## config.mk

```make
export PLATFORM = sky130hd
export DESIGN_NAME = uart_tx_serialiser
export DESIGN_NICKNAME = d
export VERILOG_FILES = /design/src/rtl/uart_pkg.sv /design/src/rtl/uart_bit_timer.sv /design/src/rtl/uart_tx_serialiser.sv
export SDC_FILE = /design/constraint.sdc
export NUM_CORES = 1
export LEC_CHECK = 0
export ABC_CLOCK_PERIOD_IN_PS = 3700
export BUFFER_PORTS_ARGS = -buffer_cell sky130_fd_sc_hd__buf_2
export CELL_PAD_IN_SITES_DETAIL_PLACEMENT = 1
export CELL_PAD_IN_SITES_GLOBAL_PLACEMENT = 1
export CORE_ASPECT_RATIO = 1.25
export CORE_MARGIN = 2
export CORE_UTILIZATION = 44
export DETAILED_ROUTE_END_ITERATION = 8
export PLACE_DENSITY_LB_ADDON = 0.1
export SYNTH_ARGS = -nofsm -noshare
export SYNTH_HDL_FRONTEND = slang
export SYNTH_SLANG_ARGS = --single-unit
export TNS_END_PERCENT = 100
```

## constraint.sdc

```tcl
create_clock -name clk -period 3.7 [get_ports clk]
set_input_delay 1.11 -clock clk [delete_from_list [all_inputs] [get_ports clk]]
set_output_delay 1.11 -clock clk [all_outputs]
set_load 0.01 [all_outputs]
```

## src/rtl/uart_pkg.sv

```systemverilog
// Shared definitions for the UART serialiser and its bit timer.
// Frame geometry helpers are functions so each instance derives its own widths.
package uart_pkg;

    typedef enum logic [1:0] {
        IDLE  = 2'd0,
        START = 2'd1,
        DATA  = 2'd2,
        STOP  = 2'd3
    } state_t;

    localparam int MAX_W         = 16;
    localparam int MAX_STOP_BITS = 2;

    // Total bits on the line per frame: start + data + stop.
    function automatic int frame_bits(input int w, input int stop_bits);
        return 1 + w + stop_bits;
    endfunction

    // The bit counter holds W-1 during data and STOP_BITS-1 during stop.
    function automatic int cnt_width(input int w, input int stop_bits);
        int m;
        m = (w > stop_bits) ? w : stop_bits;
        return (m < 2) ? 1 : $clog2(m);
    endfunction

endpackage

```

## src/rtl/uart_bit_timer.sv

```systemverilog
// Bit-period down-counter: load sets the period, tick marks the last cycle of a bit.
// Latency: tick is combinational from the count, so a bit lasts reload+1 cycles.
// Backpressure: none; the owner reloads on the tick cycle so the count never wraps.
module uart_bit_timer #(
    parameter int DIV_W = 16
) (
    input  logic             clk,
    input  logic             rst,
    input  logic             load,
    input  logic [DIV_W-1:0] reload,
    output logic             tick
);

    logic [DIV_W-1:0] count;

    always_ff @(posedge clk) begin
        if (rst) begin
            count <= '0;
        end else if (load) begin
            count <= reload;
        end else if (count != '0) begin
            count <= count - DIV_W'(1);
        end
    end

    assign tick = (count == '0);

endmodule

```

## src/rtl/uart_tx_serialiser.sv

```systemverilog
// UART transmit framer driving a pin register through d and a bit-edge load strobe e.
// Latency: accept on edge T puts the start bit on pin_d with pin_e=1 at T+1.
// Backpressure: tx_ready only while idle or in the final cycle of the last stop bit.
module uart_tx_serialiser
    import uart_pkg::*;
#(
    parameter int W         = 8,
    parameter int DIV_W     = 16,
    parameter int STOP_BITS = 1
) (
    input  logic             clk,
    input  logic             rst,
    input  logic [DIV_W-1:0] clkdiv,
    input  logic [W-1:0]     tx_data,
    input  logic             tx_valid,
    output logic             tx_ready,
    output logic             busy,
    output logic             pin_d,
    output logic             pin_e
);

    localparam int CNT_W = cnt_width(W, STOP_BITS);

    state_t           state;
    logic [W-1:0]     shreg;
    logic [W-1:0]     shreg_nxt;
    logic [CNT_W-1:0] bit_cnt;
    logic [DIV_W-1:0] div_q;
    logic             tick;
    logic             accept;
    logic             last_bit;
    logic             timer_load;
    logic [DIV_W-1:0] timer_reload;

    assign shreg_nxt = shreg >> 1;
    assign last_bit  = (bit_cnt == '0);
    assign tx_ready  = !rst && ((state == IDLE) || (state == STOP && tick && last_bit));
    assign accept    = tx_valid && tx_ready;

    // A fresh frame times from the live clkdiv; later bits reuse the latched copy.
    assign timer_load   = accept || (tick && state != IDLE);
    assign timer_reload = accept ? clkdiv : div_q;

    uart_bit_timer #(
        .DIV_W (DIV_W)
    ) u_bit_timer (
        .clk    (clk),
        .rst    (rst),
        .load   (timer_load),
        .reload (timer_reload),
        .tick   (tick)
    );

    always_ff @(posedge clk) begin
        if (rst) begin
            state   <= IDLE;
            shreg   <= '0;
            bit_cnt <= '0;
            div_q   <= '0;
            pin_d   <= 1'b1;
            pin_e   <= 1'b1;
            busy    <= 1'b0;
        end else begin
            case (state)
                IDLE: begin
                    pin_d <= 1'b1;
                    pin_e <= 1'b1;
                    busy  <= 1'b0;
                    if (accept) begin
                        state <= START;
                        shreg <= tx_data;
                        div_q <= clkdiv;
                        pin_d <= 1'b0;
                        busy  <= 1'b1;
                    end
                end
                START: begin
                    if (tick) begin
                        state   <= DATA;
                        bit_cnt <= CNT_W'(W - 1);
                        pin_d   <= shreg[0];
                        pin_e   <= 1'b1;
                    end else begin
                        pin_e <= 1'b0;
                    end
                end
                DATA: begin
                    if (tick) begin
                        shreg <= shreg_nxt;
                        pin_e <= 1'b1;
                        if (last_bit) begin
                            state   <= STOP;
                            bit_cnt <= CNT_W'(STOP_BITS - 1);
                            pin_d   <= 1'b1;
                        end else begin
                            bit_cnt <= bit_cnt - CNT_W'(1);
                            pin_d   <= shreg_nxt[0];
                        end
                    end else begin
                        pin_e <= 1'b0;
                    end
                end
                STOP: begin
                    if (tick) begin
                        pin_e <= 1'b1;
                        pin_d <= 1'b1;
                        if (!last_bit) begin
                            bit_cnt <= bit_cnt - CNT_W'(1);
                        end else if (accept) begin
                            // Back-to-back frame: start bit follows the stop bit directly.
                            state <= START;
                            shreg <= tx_data;
                            div_q <= clkdiv;
                            pin_d <= 1'b0;
                        end else begin
                            state <= IDLE;
                            busy  <= 1'b0;
                        end
                    end else begin
                        pin_e <= 1'b0;
                    end
                end
                default: begin
                    state <= IDLE;
                end
            endcase
        end
    end

endmodule

```

# Word level (Yosys, flattened, before mapping)
# Cells that the tools add are included.
[totals]
ff_bits = 48
latch_bits = 0
ramBits = 0
romBits = 0
inputBits = 27
out_inout_bits = 4
wordCells = 84
mem_count = 0
[op_classes]
n_addsub = 2
multipliers = 0
div = 0
order_cmp = 0
n_eq_ne = 11
n_shift = 0
mux = 39
n_bitwise = 0
reduce_logical = 24
[op_table]
columns = ["operator", "n"]
rows = [
  ["16-bit 2-to-1 mux", 5],
  ["8-bit 2-to-1 mux", 4],
  ["16-bit one-hot mux with 2 select lines", 1],
  ["8-bit one-hot mux with 3 select lines", 1],
  ["16-bit zero test", 1],
  ["2-bit inequality test, second input constant", 8],
  ["16-bit nonzero test", 1],
  ["16-bit by 1-bit subtractor with 16-bit output, second input constant", 1],
  ["3-bit 2-to-1 mux", 5],
  ["1-bit 2-to-1 mux", 12],
  ["2-bit 2-to-1 mux", 6],
  ["3-bit one-hot mux with 3 select lines", 1],
  ["2-bit one-hot mux with 4 select lines", 1],
  ["4-bit AND reduction", 2],
  ["3-bit AND reduction", 2],
  ["6-bit AND reduction", 1],
  ["2-bit nonzero test", 3],
  ["3-bit nonzero test", 2],
  ["1-bit logical AND", 5],
  ["5-bit AND reduction", 1],
  ["2-bit equality test, second input constant", 2],
  ["1-bit one-hot mux with 2 select lines", 2],
  ["1-bit one-hot mux with 4 select lines", 1],
  ["3-bit zero test", 1],
  ["6 further kinds", 7],
]

# Logic depth before layout (Yosys ltp)
# Gate-level depths: netlist of run 1.
[depth]
depth_word = 10
mapped_depth = 10
depth_no_buf = 8

# Modules after synthesis
# A second synthesis of run 1 with hierarchy kept.
[hier_totals]
cells_unflattened = 309
hier_area_um2 = 2783.9
[modules_own_cells]
columns = ["mod", "n_inst", "cells_each", "area_each_um2", "seq_area_each_um2"]
rows = [
  ["uart_tx_serialiser", 1, 193, 1819.2, 640.6],
  ["uart_bit_timer", 1, 116, 964.7, 320.3],
]

# Worst setup path before layout of run 1
# Ideal clock, no wire load.
[synth_path]
path_kind = "input port to output port"
startpoint = "input rst"
endpoint = "output tx_ready"
arrival_ps = 2020
required_ps = 2590
setup_slack_ps = 570
stages = 4
path_buffers = 3
path_cell_list = "clkbuf_1 -> clkbuf_1 -> clkbuf_1 -> nor2_1"
[synth_via]
elab_chain_cells = 2
[synth_lines]
columns = ["item", "line_no", "rtl"]
rows = [
  ["from (decl)", "uart_tx_serialiser.sv:12", "input logic rst,"],
  ["1-bit zero test", "uart_tx_serialiser.sv:37", "assign tx_ready = !rst && ((state == IDLE) || (state == STOP && tick && last_bit));"],
  ["1-bit logical AND", "uart_tx_serialiser.sv:37", ""],
  ["to (decl)", "uart_tx_serialiser.sv:16", "output logic tx_ready,"],
]
# Every way passes these cells.

# Worst setup path after layout of run 1
[layout_path]
startpoint = "register u_bit_timer.count[7]"
endpoint = "output tx_ready"
[layout_via]
elab_chain_cells = 5
[layout_lines]
columns = ["item", "line_no", "rtl"]
rows = [
  ["from (decl)", "uart_bit_timer.sv:14", "logic [DIV_W-1:0] count;"],
  ["from (signal assigned)", "uart_bit_timer.sv:20", "count <= reload;"],
  ["from (signal assigned)", "uart_bit_timer.sv:22", "count <= count - DIV_W'(1);"],
  ["16-bit zero test", "uart_bit_timer.sv:26", "assign tick = (count == '0);"],
  ["1-bit logical AND (2 in series)", "uart_tx_serialiser.sv:37", ""],
  ["1-bit logical OR", "uart_tx_serialiser.sv:37", ""],
  ["1-bit logical AND", "uart_tx_serialiser.sv:37", ""],
]
# Every way passes these cells.

==> key figures, run 1 <==
Hold path
  – Startpoint of the worst hold path: pin_d$_SDFFE_PP1P_
  – Hold Crit Depth: 1
  – Hold crit path type: flip-flop to flip-flop
  – Worst Hold Endpoint: pin_d$_SDFFE_PP1P_

Timing
  – Worst Clk Skew: ~5.5 ps
  – Final Max Tran Viols: 0
  – Relative slew margins: 0.4498
  – Setup TNS: 0 ps
  – Final setup viols: 0
  – Fmax: 0.2821 GHz
  – RSZ-0062 raised after global routing: no
  – Final Hold Viols: 0
  – Worst-Margin Slew: 825.3 ps
  – Final min period: approximately 3500 ps
  – Final period utilization: 0.9580

Worst setup path
  – Reg2reg path depth: 6
  – End of the worst register-to-register path: u_bit_timer.count[7]$_SDFFE_PP0P_
  – R2R Setup Slk: 780 ps
  – Crit path DAT: 2430 ps
  – WS Path Type: flip-flop to output port
  – Critical path required time: 2590 ps
  – Crit end category: output port
  – Worst Path Max Fanout: 12
  – Startpoint types: flip-flop
  – RR Startpoint: u_bit_timer.count[7]$_SDFFE_PP0P_

Drt
  – Drt total wl: between 6000 and 7000 microns
  – Top Metal Used: met4
  – Drc violations: 0
  – Wire per inst: 17.46 microns
  – Met3 WL: 171 microns
  – ANT nets after route: 0
  – Via Count: 2,357
  – WL met1: 3044 microns
  – Vias per std cell: 5.907
  – Initial DRT Pass Iterations: 4
  – Met2 routed WL: approximately 3600 microns
  – Initial DRC count: 126

Power
  – P_int: 1.342 mW
  – Lkg Pwr: 1.198 nW
  – Combinational share of power: 0.522
  – Sw Ratio: 0.4383
  – Clock power share: 0.142
  – VDD IR max: 0.3765 mV
  – Part of the power in registers: 0.336
  – Total power: 2.390 mW
  – Sw Pwr: approximately 1.0 mW
  – PD cells: 809.3 nW/um^2

Clock network
  – CTS tree: built
  – # clock sinks: 48
  – Worst-skew pair later-pin latency: 310 ps
  – Clk slew on worst S/H paths: 90 ps
  – Post-CTS setup buffers: 0
  – CTS max path bufs: 2
  – Htree depth: 2
  – CTS Root Cell: clkbuf_8
  – Num CTS Buffers: 5

Synthesis
  – Post-synthesis adder-cell area fraction: 0.03274
  – Area share of the largest cell type after synthesis: 0.3592
  – Async SR Flop Fraction: 0
  – Synthesized area: 2675 sq um
  – Synthesized net count: between 300 and 400
  – Count of cell types in the netlist: 50
  – Synthesis-stage register bit count: 48
  – Compound-Gate Fraction of Synth Area: 0.2226
  – XOR/XNOR share of the synthesized area: 0.03274
  – Ys Warns: 0
  – Sequential share of the synthesized area: 0.3592
  – Area leader, netlist: dfxtp_1
  – Main area contributors after synthesis: dfxtp_1 36%, mux2i_1 12%, nor2_1 7.4%
  – Primary FF master, synth: dfxtp_1
  – Post-synth EDFFs: 0
  – Multiplexer share of the synthesized area: 0.1160
  – Synthesized area per cell: 8.714 sq um
  – Syn Inst Count: 307
  – Synth Area in Simple Gates: 0.1815
  – Main combinational cell family by area after synthesis: compound AO/OA/AOI/OAI gates

Final layout
  – Most common cell after layout, fill and taps aside: nor2_1
  – Commonest cells after routing, fill and taps aside: 53 x nor2_1, 48 x dfxtp_1, 31 x mux2i_1
  – Fraction of layout cells with a size suffix above 1: 0.1742
  – Nets: between 300 and 400
  – Layout area overhead: 10.38%
  – Finished Layout Cells: roughly 400
  – Inserted Diodes: 0
  – Final Util: 0.5075
  – # fillers: slightly above 700

Die
  – Die width: 73.74 microns
  – Die height: 91.18 microns
  – Die area: 6723 sq um
  – Starting Density: 0.4598
  – # IOs: 31
  – Core region area: between 5000 and 6000 sq um
  – Row count: 31

GRT
  – Initial antenna violation count: 0
  – Largest net degree at the start of global routing: 33
  – Overflow after GRT: 0
  – First-pass GRT wire length: 11,760 microns
  – Vias in the first global route: 2,396
  – GRT Total Usage: 0.2245

Placed design
  – HPWL after detailed placement: 5091 microns
  – Number of I/O port buffers: 30
  – GPL Wtd Cong: 0.8081
  – Placed insts: 391

Run
  – Max-cap check violation count: 0

Run status
  – Status: completed
## power by group through the flow
stage	clock network, mW	logic, mW	registers (mW)
after floorplan	0	0.997	0.783
after detailed placement	0	1.25	0.809
after CTS	0.351	1.26	0.802
after global routing	0.375	1.40	0.823
after global placement	0	1.22	0.798
final	0.339	1.25	0.803
## worst max path at each step
| stage | from | cells after the start | end | slack (ps) |
|---|---|---|---|---|
| detailed placement | u_bit_timer.count[7]$_SDFFE_PP0P_ | 6 | tx_ready | 430 |
| finish | u_bit_timer.count[7]$_SDFFE_PP0P_ | 6 | tx_ready | 160 |
| global placement | u_bit_timer.count[7]$_SDFFE_PP0P_ | 6 | tx_ready | 470 |
| floorplan | rst | 4 | tx_ready | 570 |
| CTS | u_bit_timer.count[7]$_SDFFE_PP0P_ | 6 | tx_ready | 50 |
| global route | u_bit_timer.count[7]$_SDFFE_PP0P_ | 6 | tx_ready | 20 |
## stage by stage
stage,cell area [sq um],setup slack [ps],hold slack [ps]
final,2953,155.3,479.9
after global routing,2953,21.76,517.6
after CTS,2948,46.39,495.2
after detailed placement,2850,425.9,472.9
after global placement,2850,466.6,467.2
after floorplan,2675,569.9,452.0
## layer usage
layer  vias up  global-route usage
met2        37              0.3914
li1       1166                   -
met5         -                   0
met4         0             0.08030
met1      1144              0.2730
met3        10             0.03219
## area by class of cell
class / instances / area, sq um / share of cell area
timing repair buffer: 36 / 195.2 / 0.06610
sequential: 48 / 960.9 / 0.3254
tap: 66 / 82.58 / 0.02797
clock inverter: 2 / 15.01 / 0.005085
clock buffer: 6 / 82.58 / 0.02797
inverter: 11 / 41.29 / 0.01398
multi-input combinational: 230 / 1575 / 0.5335
## critical path, stage by stage, from the launching register on
cell and delay [ps]:
dfxtp_1 360, or4_4 570, or4_4 530, nor3_2 290, nor2_1 120, nor2_1 120, buf_2 140
## state kept, by name, indices dropped and copies added, names as in the netlist
signal and flops:
bit_cnt 3, busy 1, div_q 16, pin_d 1, pin_e 1, shreg 8, state 2, u_bit_timer.count 16
## cells by family after synthesis
logic type / after synthesis
simple gates: 104
compound gates: 78
flops: 48
mux: 31
buf+inv: 29
xor+xnor: 10
fa+ha+maj: 7
## synth_stat cells, types with 3 or more instances
cell	n
nand3_1	3
a221oi_1	3
clkbuf_1	10
buf_6	4
nor3_1	10
nand2_1	18
o21bai_1	3
o221a_2	3
xor2_1	5
mux2i_1	31
o32ai_1	3
o21ai_0	9
a21oi_1	12
nand3b_1	4
inv_1	11
ha_1	7
nor4_1	4
dfxtp_1	48
xnor2_1	5
o211ai_1	3
a211oi_1	21
nor2_1	53
nor2b_1	3
## timing repair
action,CTS,global route
gates resized for setup,0,1
endpoints found under the setup margin,0,1
hold buffers,0,0
(Power assumes the default switching activity.)
==> run 2: changes to the inputs <==
Settings changed: ABC_CLOCK_PERIOD_IN_PS 3700 to 3900.
Clock period 3.7 ns to 3.9 ns, I/O delays scaled along.
==> run 2 against run 1 <==
  * Via count shrank 0.59%
  * Routed wire length shrank 0.62%
  * Largest cell class unchanged
  * Register-to-register slack gained 160 ps
  * Largest power group unchanged
  * Flip-flop and latch count is the same
==> key figures, run 2 (synthesis gave the netlist of run 1 again) <==
Timing
  – RSZ-0062 raised after global routing: no
  – Final Hold Viols: 0 (unchanged)
  – Final setup viols: 0 (unchanged)
  – Final min period: 3724 ps
  – Final period utilization: 0.9548
  – Final Max Tran Viols: 0 (unchanged)
  – Worst Clk Skew: 6.115 ps (+0.5767 ps)
  – Worst hold slack: 486.0 ps (+6.077 ps)
  – Worst-Margin Slew: 827.3 ps (+1.909 ps)
  – Setup TNS: 0 ps (unchanged)
  – Fmax: around 0.27 GHz
  – Relative slew margins: 0.4485 (-0.001273)

Final layout
  – # fillers: 719 (+0.28%)
  – Final Util: 0.5129 (+0.005376)
  – Nets: 367 (+0.27%)
  – Most common cell after layout, fill and taps aside: nor2_1
  – Layout area overhead: 11.55%
  – Fin area: 2984 sq um (+1.1%)
  – Commonest cells after routing, fill and taps aside: 53 x nor2_1, 48 x dfxtp_1, 31 x mux2i_1
  – Leading registers by flop count: div_q: 16 flops, u_bit_timer.count: 16 flops, shreg: 8 flops
  – Finished Layout Cells: 400 (+0.25%)
  – Inserted Diodes: 0 (unchanged)
  – Fraction of layout cells with a size suffix above 1: 0.1737 (-0.0005215)

Worst setup path
  – CP Cell Sequence: or4_4, or4_4, nor3_1, nor2_1, nor2_1, buf_2
  – Crit end category: output port
  – CP Launch Point: u_bit_timer.count[7]$_SDFFE_PP0P_
  – CP delay by family, top: simple AND/OR/NAND/NOR gates
  – Crit path buf inv count: 1 (unchanged)
  – Slowest cell delay on critical path: 560 ps (about the same)
  – RR Startpoint: u_bit_timer.count[7]$_SDFFE_PP0P_
  – Stages on worst setup path: 6 (unchanged)
  – Worst Path Max Fanout: 12 (unchanged)
  – R2R Setup Slk: 940 ps (+160 ps)
  – Reg2reg path depth: 6 (unchanged)
  – Startpoint types: flip-flop
  – Crit path max-delay cell type: or4_4
  – Crit path DAT: 2550 ps (+120 ps)
  – Critical path required time: 2730 ps (+140 ps)
  – WS Path Type: flip-flop to output port
  – End of the worst register-to-register path: u_bit_timer.count[14]$_SDFFE_PP0P_
  – Last element of the critical path: tx_ready

Power
  – VDD IR max: 0.3078 mV (-18%)
  – Lkg Pwr: 1.224 nW (+2.1%)
  – PD cells: 780.6 nW/um^2 (-3.5%)

Drt
  – ANT nets after route: 0 (unchanged)
  – Initial DRC count: 60 (-52%)
  – Vias per std cell: 5.858 (-0.84%)
  – Initial DRT Pass Iterations: 4 (unchanged)
  – Wire per inst: 17.31 microns (-0.87%)
  – Drc violations: 0 (unchanged)
  – Via Count: 2,343 (-0.59%)
  – Drt total wl: 6922 microns (-0.62%)

Clock network
  – Cts repair resizes: 0 (unchanged)
  – CTS tree: built
  – # clock sinks: 48 (unchanged)
  – Post-CTS setup buffers: 0 (unchanged)
  – Worst-skew pair later-pin latency: 300 ps (about the same)
  – CTS max path bufs: 2 (unchanged)
  – CTS Root Cell: clkbuf_8
  – Clk slew on worst S/H paths: 90 ps (about the same)
  – Htree depth: 2 (unchanged)
  – Cts hold-fix bufs: 0 (unchanged)
  – Num CTS Buffers: 5 (unchanged)

Placed design
  – GPL Wtd Cong: 0.8412 (+4.1%)
  – Number of I/O port buffers: 30 (unchanged)
  – Placed insts: 392 (+0.26%)
  – Area after DPL: 2858 sq um (+0.26%)
  – HPWL after detailed placement: 5143 microns (+1.0%)

Die
  – Core region area: 5818 sq um (unchanged)
  – # IOs: 31 (unchanged)
  – Row count: 31 (unchanged)
  – Die area: 6723 sq um (unchanged)
  – Starting Density: 0.4598 (unchanged)
  – Die width: 73.74 microns (unchanged)
  – Die height: 91.18 microns (unchanged)

Run status
  – Status: completed

GRT
  – Largest net degree at the start of global routing: 25 (-24%)
  – Overflow after GRT: 0 (unchanged)
  – Vias in the first global route: 2,374 (-0.92%)
  – First-pass GRT wire length: 11,460 microns (-2.5%)
  – Initial antenna violation count: 0 (unchanged)
  – GRT Total Usage: 0.2177 (-0.006800)

Hold path
  – Hold crit path type: flip-flop to flip-flop

Run
  – Max-cap check violation count: 0 (unchanged)
## run 2: cell types whose count changed in the layout (fill, tap and decap cells not counted)
| cell | before | now |
|---|---|---|
| bufinv_16 | 0 | 1 |
| nor3_1 | 9 | 10 |
| nor3_2 | 1 | 0 |
| clkbuf_8 | 6 | 7 |
| clkinvlp_4 | 2 | 0 |
| buf_4 | 6 | 7 |
## run 2: cell type report
class | count | area, sq um | area share
inverters | 11 | 41.29 | 0.01384
flip-flops and latches | 48 | 960.9 | 0.3220
multi-input cells | 230 | 1570 | 0.5262
well taps | 66 | 82.58 | 0.02767
clock inverters | 1 | 30.03 | 0.01006
clock buffers | 7 | 96.34 | 0.03229
repair buffers | 37 | 202.7 | 0.06792
## run 2: worst min-delay path by stage
stage | start | endpoint | cells after the start
after floorplan | shreg[7]$_SDFFE_PP0P_ | shreg[7]$_SDFFE_PP0P_ | 2
after global placement | pin_d$_SDFFE_PP1P_ | pin_d$_SDFFE_PP1P_ | 1
after detailed placement | pin_d$_SDFFE_PP1P_ | pin_d$_SDFFE_PP1P_ | 1
after CTS | pin_d$_SDFFE_PP1P_ | pin_d$_SDFFE_PP1P_ | 1
after global routing | pin_d$_SDFFE_PP1P_ | pin_d$_SDFFE_PP1P_ | 1
final | pin_d$_SDFFE_PP1P_ | pin_d$_SDFFE_PP1P_ | 1
## run 2: worst register-to-register path: stages, from the launching register on
cell and delay, ps:
dfxtp_1 350, or4_4 560, or4_4 520, or2_2 440, o21ai_2 600, nor2_1 140, a211oi_1 260
## run 2: metrics by stage
step	power [mW]	setup WS, ps
after global placement	1.909	603.3
after detailed placement	1.940	520.6
after CTS	2.350	163.6
after floorplan	1.689	649.9
final	2.329	176.1
after global routing	2.523	10.59
## run 2: power by group
group | switching, mW | internal, mW | total (mW) | leakage (nW)
clock | 0.169 | 0.226 | 0.396 | 0.0645
combinational | 0.694 | 0.486 | 1.18 | 0.765
sequential | 0.116 | 0.639 | 0.754 | 0.394
## run 2: per-layer routing
layer	vias to the layer above	GRT usage	wire (microns)
li1	1167	-	-
met2	39	0.3690	3563
met5	-	0	0
met4	0	0.06515	103
met1	1126	0.2706	3024
met3	11	0.04661	231
